## src/rtl/stash_reply_arb.sv

```systemverilog
// rtl/stash_reply_arb.sv - packet-locked 2:1 READ_REPLY arbiter with registered output
// Optional per-port packet counters: define STASH_REPLY_ARB_CNT_EN.
module stash_reply_arb #(
  parameter int DATA_W    = 256,
  parameter int KEEP_W    = 32,
  parameter int USER_W    = 128,
  parameter int PRIO_MODE = 0
) (
  input  logic              axis_aclk,
  input  logic              axis_resetn,

  input  logic [DATA_W-1:0] s0_axis_tdata,
  input  logic [KEEP_W-1:0] s0_axis_tkeep,
  input  logic [USER_W-1:0] s0_axis_tuser,
  input  logic              s0_axis_tvalid,
  output logic              s0_axis_tready,
  input  logic              s0_axis_tlast,

  input  logic [DATA_W-1:0] s1_axis_tdata,
  input  logic [KEEP_W-1:0] s1_axis_tkeep,
  input  logic [USER_W-1:0] s1_axis_tuser,
  input  logic              s1_axis_tvalid,
  output logic              s1_axis_tready,
  input  logic              s1_axis_tlast,

  output logic [DATA_W-1:0] m_axis_tdata,
  output logic [KEEP_W-1:0] m_axis_tkeep,
  output logic [USER_W-1:0] m_axis_tuser,
  output logic              m_axis_tvalid,
  input  logic              m_axis_tready,
  output logic              m_axis_tlast,

  output logic [1:0]        o_grant
`ifdef STASH_REPLY_ARB_CNT_EN
  ,
  output logic [31:0]       o_pkt_cnt0,
  output logic [31:0]       o_pkt_cnt1
`endif
);

  typedef enum logic [1:0] {
    IDLE   = 2'd0,
    GRANT0 = 2'd1,
    GRANT1 = 2'd2
  } state_t;

  state_t     state;
  state_t     state_next;
  logic       last_grant;
  logic       last_next;
  logic       out_free;
  logic       acc0;
  logic       acc1;
  logic [1:0] grant_next;

  assign out_free   = ~m_axis_tvalid | m_axis_tready;
  assign acc0       = s0_axis_tvalid & s0_axis_tready;
  assign acc1       = s1_axis_tvalid & s1_axis_tready;
  assign grant_next = {state_next == GRANT1, state_next == GRANT0};

  // last_grant resets to s1 so that s0 wins the first tie
  always_ff @(posedge axis_aclk or negedge axis_resetn) begin
    if (!axis_resetn) begin
      state      <= IDLE;
      last_grant <= 1'b1;
      o_grant    <= 2'b00;
    end else begin
      state      <= state_next;
      last_grant <= last_next;
      o_grant    <= grant_next;
    end
  end

  always_comb begin
    state_next = state;
    last_next  = last_grant;
    case (state)
      IDLE: begin
        if (s0_axis_tvalid && s1_axis_tvalid)
          state_next = ((PRIO_MODE == 1) || last_grant) ? GRANT0 : GRANT1;
        else if (s0_axis_tvalid)
          state_next = GRANT0;
        else if (s1_axis_tvalid)
          state_next = GRANT1;
      end
      GRANT0: begin
        if (acc0 && s0_axis_tlast) begin
          state_next = IDLE;
          last_next  = 1'b0;
        end
      end
      GRANT1: begin
        if (acc1 && s1_axis_tlast) begin
          state_next = IDLE;
          last_next  = 1'b1;
        end
      end
      default: state_next = IDLE;
    endcase
  end

  always_comb begin
    s0_axis_tready = 1'b0;
    s1_axis_tready = 1'b0;
    case (state)
      GRANT0:  s0_axis_tready = out_free;
      GRANT1:  s1_axis_tready = out_free;
      default: ;
    endcase
  end

  // Output slot: reload on accept, otherwise drain when downstream takes it
  always_ff @(posedge axis_aclk or negedge axis_resetn) begin
    if (!axis_resetn) begin
      m_axis_tvalid <= 1'b0;
      m_axis_tdata  <= '0;
      m_axis_tkeep  <= '0;
      m_axis_tuser  <= '0;
      m_axis_tlast  <= 1'b0;
    end else if (acc0) begin
      m_axis_tvalid <= 1'b1;
      m_axis_tdata  <= s0_axis_tdata;
      m_axis_tkeep  <= s0_axis_tkeep;
      m_axis_tuser  <= s0_axis_tuser;
      m_axis_tlast  <= s0_axis_tlast;
    end else if (acc1) begin
      m_axis_tvalid <= 1'b1;
      m_axis_tdata  <= s1_axis_tdata;
      m_axis_tkeep  <= s1_axis_tkeep;
      m_axis_tuser  <= s1_axis_tuser;
      m_axis_tlast  <= s1_axis_tlast;
    end else if (m_axis_tready) begin
      m_axis_tvalid <= 1'b0;
    end
  end

`ifdef STASH_REPLY_ARB_CNT_EN
  logic [31:0] cnt0_q;
  logic [31:0] cnt1_q;

  always_ff @(posedge axis_aclk or negedge axis_resetn) begin
    if (!axis_resetn) begin
      cnt0_q <= 32'd0;
      cnt1_q <= 32'd0;
    end else begin
      if (acc0 && s0_axis_tlast)
        cnt0_q <= cnt0_q + 32'd1;
      if (acc1 && s1_axis_tlast)
        cnt1_q <= cnt1_q + 32'd1;
    end
  end

  assign o_pkt_cnt0 = cnt0_q;
  assign o_pkt_cnt1 = cnt1_q;
`endif

endmodule

```

## config.mk

```make
export PLATFORM = sky130hd
export DESIGN_NAME = stash_reply_arb
export DESIGN_NICKNAME = d
export VERILOG_FILES = /design/src/rtl/stash_reply_arb.sv
export SDC_FILE = /design/constraint.sdc
export NUM_CORES = 1
export LEC_CHECK = 0
export ABC_CLOCK_PERIOD_IN_PS = 2200
export CAP_MARGIN = 20
export CORE_AREA = 2 2 494 496
export DETAILED_ROUTE_END_ITERATION = 6
export DIE_AREA = 0 0 496 498
export PLACE_DENSITY = 0.3
export SETUP_SLACK_MARGIN = 0.5
export SLEW_MARGIN = 20
export SYNTH_ARGS = -nofsm -noshare
export SYNTH_HDL_FRONTEND = slang
export SYNTH_SLANG_ARGS = --single-unit
export TNS_END_PERCENT = 50
```

## constraint.sdc

```tcl
create_clock -name axis_aclk -period 2.2 [get_ports axis_aclk]
set_input_delay 0.22 -clock axis_aclk [delete_from_list [all_inputs] [get_ports axis_aclk]]
set_output_delay 0.22 -clock axis_aclk [all_outputs]
set_load 0.01 [all_outputs]
```

==> results of run 1 <==
==> worst paths after layout <==
kind                                endpoint                from  slack [ps]  cells past startpoint
min in group asynchronous           state[1]         axis_resetn         250                      3
max reg2reg                 m_axis_tuser[81]            state[0]         160                      7
max in group asynchronous   m_axis_tuser[90]         axis_resetn        1130                      3
min reg2reg                m_axis_tdata[138]   m_axis_tdata[138]         500                      1
max                         m_axis_tuser[81]            state[0]         160                      7
min                        m_axis_tdata[223]  s0_axis_tdata[223]         210                      3
==> synthesized netlist by cell type <==
| library cell | number |
|---|---|
| mux2_2 | 730 |
| dfrtp_1 | 422 |
| mux2_1 | 100 |
| buf_2 | 41 |
| buf_4 | 39 |
| buf_6 | 12 |
| nand2_1 | 5 |
| nor3_1 | 5 |
| a21oi_1 | 2 |
| a31oi_1 | 2 |
| a32o_1 | 2 |
| nand2b_1 | 2 |
| nand3_1 | 2 |
| nor2_1 | 2 |
| nor2b_1 | 2 |
| o31ai_1 | 2 |
| or3_1 | 2 |
| a21o_1 | 1 |
| and2_1 | 1 |
| and3b_1 | 1 |
| clkbuf_1 | 1 |
| clkbuf_2 | 1 |
| dfstp_2 | 1 |
| inv_1 | 1 |
| nand3b_1 | 1 |
| nand3b_4 | 1 |
==> worst reg2reg max path, delay by kind of cell (launching register included) <==
kind,cells,cell delay (ps)
and+or+nand+nor,1,240
buffers and inverters,4,710
muxes,1,330
AOI/OAI and AO/OA,1,200
DFF,1,420
==> sequential cells by signal, summed over array words and instances (netlist names) <==
register / count
m_axis_tlast: 1
m_axis_tkeep: 32
state: 2
o_grant: 2
m_axis_tuser: 128
m_axis_tvalid: 1
m_axis_tdata: 256
last_grant: 1
==> cells by family after synthesis <==
logic type / count (synthesis) / share of synthesized area [%]
AO/OA/AOI/OAI: 9 / 0.313
flip-flops: 423 / 50.9
multiplexers: 830 / 45.0
AND/OR/NAND/NOR: 24 / 0.680
buffers and inverters: 95 / 3.11
==> routing by layer <==
metal  vias up  part of all wire [%]  GRT usage, %
met3       343                    13          8.01
met1      8865                    36          14.2
met4       122                   1.9          2.82
li1       7942                     -             -
met5         -                  0.45             0
met2      1094                    49          23.5
==> power breakdown <==
group	switching (W)	leakage (nW)	internal, W
Sequential	0.00250	4.96	0.0119
Combinational	0.0112	10.4	0.0170
Clock	0.00455	1.05	0.00638
Total	0.0182	16.4	0.0353
==> per-stage QoR <==
step	utilization, %	setup TNS (ps)	worst slack [ps]
floorplan	-	0	476
global placement	15.7	-10200	-73.8
detailed placement	15.7	-22060	-141
CTS	16.7	0	155
global route	17.4	0	83.9
finish	17.5	0	163
==> area by class of cell <==
type / instances / area, um^2
repair buffers: 1424 / 15100
multi-input cells: 863 / 10300
flip-flops and latches: 423 / 10600
inverters: 1 / 3.75
fillers: 26660 / 200000
clock inverters: 13 / 205
clock buffers: 100 / 1950
diodes: 60 / 150
well taps: 3202 / 4010
==> what timing repair did <==
item / CTS / global route
pin swaps: 2 / 3
gates resized for setup: 181 / 263
hold buffers: 2 / 0
buffers inserted: 9 / 13
hold endpoints to repair: 350 / 0
gates cloned: 4 / 26
setup endpoints to repair: 837 / 807
==> results.md, run 1 <==
- Hold WC Path Type: input port to flop
- # IOs: 1261
- Grt total ovfl: 0
- DP Cell Count: 5859
- Status: complete, no violations
- Critical path's top delay family: buffers and inverters
- CP max stage delay: 420 ps
- Slew headroom: 62.1%
- Power, Total: 0.0535 W
- Measured slew at the worst slew-check pin: approximately 570 ps
- Area growth, synth to finish: 104%
- Root buf cell: clkbuf_16
- Setup-failing EPs final: 0
- Top cell type's share of synthesized area: between 50% and 60%
- Pwr/cell area: approximately 1300 nW/um^2
- Worst Skew: 28.2 ps
- Synthesized Nets: 2220
- Die X-Extent: 496 um
- Most common cell after layout, fill and taps aside: clkdlybuf4s50_1
- Unrepaired setup endpoints after global routing: yes
- WP data arrival: roughly 2600 ps
- GP Congestion: 0.820
- Static leakage: 16.4 nW
- Cell taking the most area after synthesis: dfrtp_1
- Design area: 42300 um^2
- Mapped Cells: ~1400
- Fin crit period: slightly above 2000 ps
- Number of global-route vias before repair: 19300
- Synth Warn #: 0
- Peak supply drop: around 0.62 mV
- Most common cell on crit path: buf_12
- Synth top area cells: dfrtp_1 51%, mux2_2 40%, mux2_1 5.4%, buf_4 1.4%, buf_2 0.99%
- Vias: roughly 18000
- Synth Register Bits: 423
- Chip Height: 498 um
- Largest net degree at the start of global routing: 75
- Worst-path clk slew: roughly 50 ps
- Wire length per cell: 29.7 um
- Row Count: roughly 180
- 1st-pass router iterations: 4
- First-pass GRT wire length: 217000 um
- Fin crit share: 92.6%
- Avg Inst Size Synth: 15.1 um^2
- Max Clk Rate: about 490 MHz
- Hold violation count in the final report: 0
- Mapped cell area: ~21000 um^2
- Initial antenna violation count: 218
- IO buf count: ~1300
- Buf/Inv on CP: 4
- Routed vias/inst: 3.02
- DRC violations left: 0
- Cell variety after synth: 26
- Crit path required time: 2750 ps
- Layout cell share with drive strength beyond 1: between 30% and 40%
- Crit-path cells: nand3b_1, a21oi_4, buf_12, buf_12, clkbuf_16, buf_4, mux2_2
- Final wirelength: 181000 um
- CP startpoint kind: flop
- Sequential area share after synthesis: roughly 50%
- Number of CTS-inserted buffers: 67
- H-tree Lvls: 3
- # clock sinks: 423
- Max Buffers Root-to-Sink: 3
- DP Wirelength: approximately 150000 um
- Die area: 247000 um^2
- CTS tree: done
- Most frequent cells in the layout: 1212 x clkdlybuf4s50_1, 550 x mux2_2, 409 x dfrtp_1, 180 x mux2_4, 100 x mux2_1
- Initial DRC Count: 666
- Max cap viols: 0
- Setup CP Type: flop to flop
- Crit path max fanout: 8
- Placed cell areas: 38000 um^2
- Post-route ant nets: 0
- Critical path capture point type: flop
- Final instance count without filler cells: 6086
- Worst skew pair latency: slightly below 700 ps
- Total GRT Usage: 13.6%
- CP max-delay cell: dfrtp_1
- Pins Over Slew Limit: 0
- Layout Nets: 3619
- Hold slack: 206 ps
- Starting Density: 8.59%
- Core Region: roughly 240000 um^2
No activity file was read; power rests on OpenSTA's default activity.
==> run 2, diff against run 1 <==
--- a/config.mk
+++ b/config.mk
@@ -10,6 +10,7 @@
 export CORE_AREA = 2 2 494 496
 export DETAILED_ROUTE_END_ITERATION = 6
 export DIE_AREA = 0 0 496 498
+export GPL_TIMING_DRIVEN = 0
 export PLACE_DENSITY = 0.3
 export SETUP_SLACK_MARGIN = 0.5
 export SLEW_MARGIN = 20
==> run 2 against run 1 <==
Against the previous run: the flow now finishes with violations (negative hold slack); global-route usage grew 0.84 points; worst setup slack lost 48 ps; first-iteration DRC count fell by 11%; count of clock-buffer cells in the layout down 3; via count grew 0.60%; routed wire length up 3.3%; die area stayed put; sequential share of layout area is essentially flat; cell area about the same; critical path depth increased by 1; critical endpoint is now m_axis_tdata[134]; largest power group unchanged.
==> results.md, run 2 (synthesized netlist as in run 1, its figures left out) <==
- Status: finished with violations (was complete, no violations)
- Failing checks: negative hold slack
- First-pass GRT wire length: 227000 um (was 217000 um)
- Row Count: 181 (unchanged)
- Setup CP Type: flop to flop (unchanged)
- Worst-path clk slew: 50 ps (about the same)
- Hold violation count in the final report: 62 (was 0)
- Chip Height: 498 um (unchanged)
- Worst Skew: 37.9 ps (was 28.2 ps)
- Number of global-route vias before repair: 19363 (was 19300)
- Measured slew at the worst slew-check pin: 514 ps (was 568 ps)
- Die area: 247000 um^2 (unchanged)
- Setup-failing EPs final: 0 (unchanged)
- Initial antenna violation count: 220 (was 218)
- Hold slack: -98.0 ps (was 206 ps)
- Pins Over Slew Limit: 0 (unchanged)
- Core Region: 242000 um^2 (unchanged)
- CTS tree: done (unchanged)
- 1st-pass router iterations: 5 (was 4)
- Area growth, synth to finish: 103% (was 104%)
- Number of CTS-inserted buffers: 68 (was 67)
- Initial DRC Count: 594 (was 666)
- Number of fillers in the final layout: 26677 (was 26660)
- WP data arrival: 2630 ps (was 2590 ps)
- Slew headroom: 65.7% (was 62.1%)
- # clock sinks: 423 (unchanged)
- Power, Total: 0.0532 W (was 0.0535 W)
- DRC violations left: 0 (unchanged)
- Final wirelength: 187000 um (was 181000 um)
- Max cap viols: 0 (unchanged)
- Layout Nets: 3615 (was 3619)
- Final instance count without filler cells: 6055 (was 6086)
- Total GRT Usage: 14.5% (was 13.6%)
- Worst skew pair latency: 690 ps (about the same)
- Crit path max fanout: 6 (was 8)
- Hold_buf cts: 7 (was 2)
- Grt total ovfl: 0 (unchanged)
- Max Buffers Root-to-Sink: 3 (unchanged)
- Layout cell share with drive strength beyond 1: 35.9% (was 36.8%)
- GP Congestion: 0.827 (was 0.820)
- Hold WC Path Type: input port to asynchronous set/reset pin (was input port to flop)
- Fin crit period: 2090 ps (was 2040 ps)
- Largest net degree at the start of global routing: 75 (unchanged)
- Starting Density: 8.59% (unchanged)
- Post-route ant nets: 0 (unchanged)
- Most common cell after layout, fill and taps aside: clkdlybuf4s50_1 (unchanged)
- Routed vias/inst: 3.05 (was 3.02)
- Number of flip-flops in the largest register: 256 (unchanged)
- Crit path required time: 2740 ps (was 2750 ps)
- Critical path capture point type: flop (unchanged)
- Most frequent cells in the layout: 1252 x clkdlybuf4s50_1, 651 x mux2_2, 421 x dfrtp_1, 98 x mux2_4, 86 x clkbuf_16 (was 1212 x clkdlybuf4s50_1, 550 x mux2_2, 409 x dfrtp_1, 180 x mux2_4, 100 x mux2_1)
- Root buf cell: clkbuf_16 (unchanged)
- DP Wirelength: 157000 um (was 149000 um)
- Die X-Extent: 496 um (unchanged)
- CP startpoint kind: flop (unchanged)
- IO buf count: 1260 (unchanged)
- Peak supply drop: 0.495 mV (was 0.622 mV)
- Pwr/cell area: 1260 nW/um^2 (about the same)
- # IOs: 1261 (unchanged)
- Wire length per cell: 30.9 um (was 29.7 um)
- Unrepaired setup endpoints after global routing: yes (unchanged)
- Vias: 18476 (was 18366)
- Largest register by flop count: m_axis_tdata (unchanged)
- DP Cell Count: 5849 (was 5859)
- H-tree Lvls: 3 (unchanged)
- Fin crit share: 94.8% (was 92.6%)
- Biggest regs: m_axis_tdata x256, m_axis_tuser x128, m_axis_tkeep x32 (unchanged)
- Static leakage: 16.2 nW (was 16.4 nW)
- Max Clk Rate: 480 MHz (was 491 MHz)
run 2: final timing paths:
path                       slack, ps  cells past startpoint               start                 to
max                              110                      8            state[1]  m_axis_tdata[134]
min                             -100                      6         axis_resetn  m_axis_tuser[110]
max reg2reg                      110                      8            state[1]  m_axis_tdata[134]
min reg2reg                      500                      1    m_axis_tuser[74]   m_axis_tuser[74]
max in group asynchronous        690                      9         axis_resetn  m_axis_tdata[166]
min in group axis_aclk           200                      4  s1_axis_tdata[223]  m_axis_tdata[223]
run 2: critical path, cell delays in order, from the launching register on:
cell	delay, ps
dfrtp_2	410
nand3b_4	170
buf_12	160
buf_16	160
buf_16	160
buf_12	140
buf_16	140
mux2_4	290
mux2_4	260
run 2: layout make-up:
| type | instances | area [um^2] | area share, % |
|---|---|---|---|
| timing repair buffer | 1325 | 14000 | 33.2 |
| sequential | 423 | 10600 | 25.0 |
| multi-input combinational | 863 | 9930 | 23.5 |
| tap | 3202 | 4010 | 9.48 |
| clock buffer | 97 | 1920 | 4.55 |
| buffer | 94 | 1500 | 3.56 |
| clock inverter | 17 | 221 | 0.524 |
| antenna | 33 | 82.6 | 0.195 |
| inverter | 1 | 3.75 | 0.00888 |
run 2: routing by layer:
metal  routed length [um]  vias up  track usage, %
met1                67300     8858            15.0
li1                     -     7923               -
met5                  886        -               0
met3                23400      405            8.27
met2                91800     1154            25.3
met4                 3670      136            2.68
run 2: what timing repair did:
action                                 in CTS  in global routing
setup buffers                              18                  8
cloned                                      9                 17
resized for setup                         219                150
pin swaps                                   1                  1
setup endpoints to repair                 840                838
endpoints found under the hold margin     102                 62
run 2: where the power goes:
part / total [W] / leakage (nW) / internal [W] / switching, W
combinational: 0.0281 / 10.2 / 0.0166 / 0.0116
clock: 0.0110 / 1.04 / 0.00633 / 0.00463
sequential: 0.0141 / 4.97 / 0.0119 / 0.00223
run 2: metrics by stage:
stage                     utilization (%)  cell area (um^2)  TNS (ps)  setup WS, ps
after detailed placement             15.5             37600   -238410          -846
after global placement               15.5             37400         -        -24020
after CTS                            17.0             41100         0          73.1
final                                17.5             42300         0           115
after global routing                 17.4             42200         0          12.5
after floorplan                         -             20800         0           476
==> run 3, diff against run 2 <==
--- a/config.mk
+++ b/config.mk
@@ -10,7 +10,6 @@
 export CORE_AREA = 2 2 494 496
 export DETAILED_ROUTE_END_ITERATION = 6
 export DIE_AREA = 0 0 496 498
-export GPL_TIMING_DRIVEN = 0
 export PLACE_DENSITY = 0.3
 export SETUP_SLACK_MARGIN = 0.5
 export SLEW_MARGIN = 20
==> results of run 3 <==
No change in the layout: final DEF, timing and power equal those of run 1.
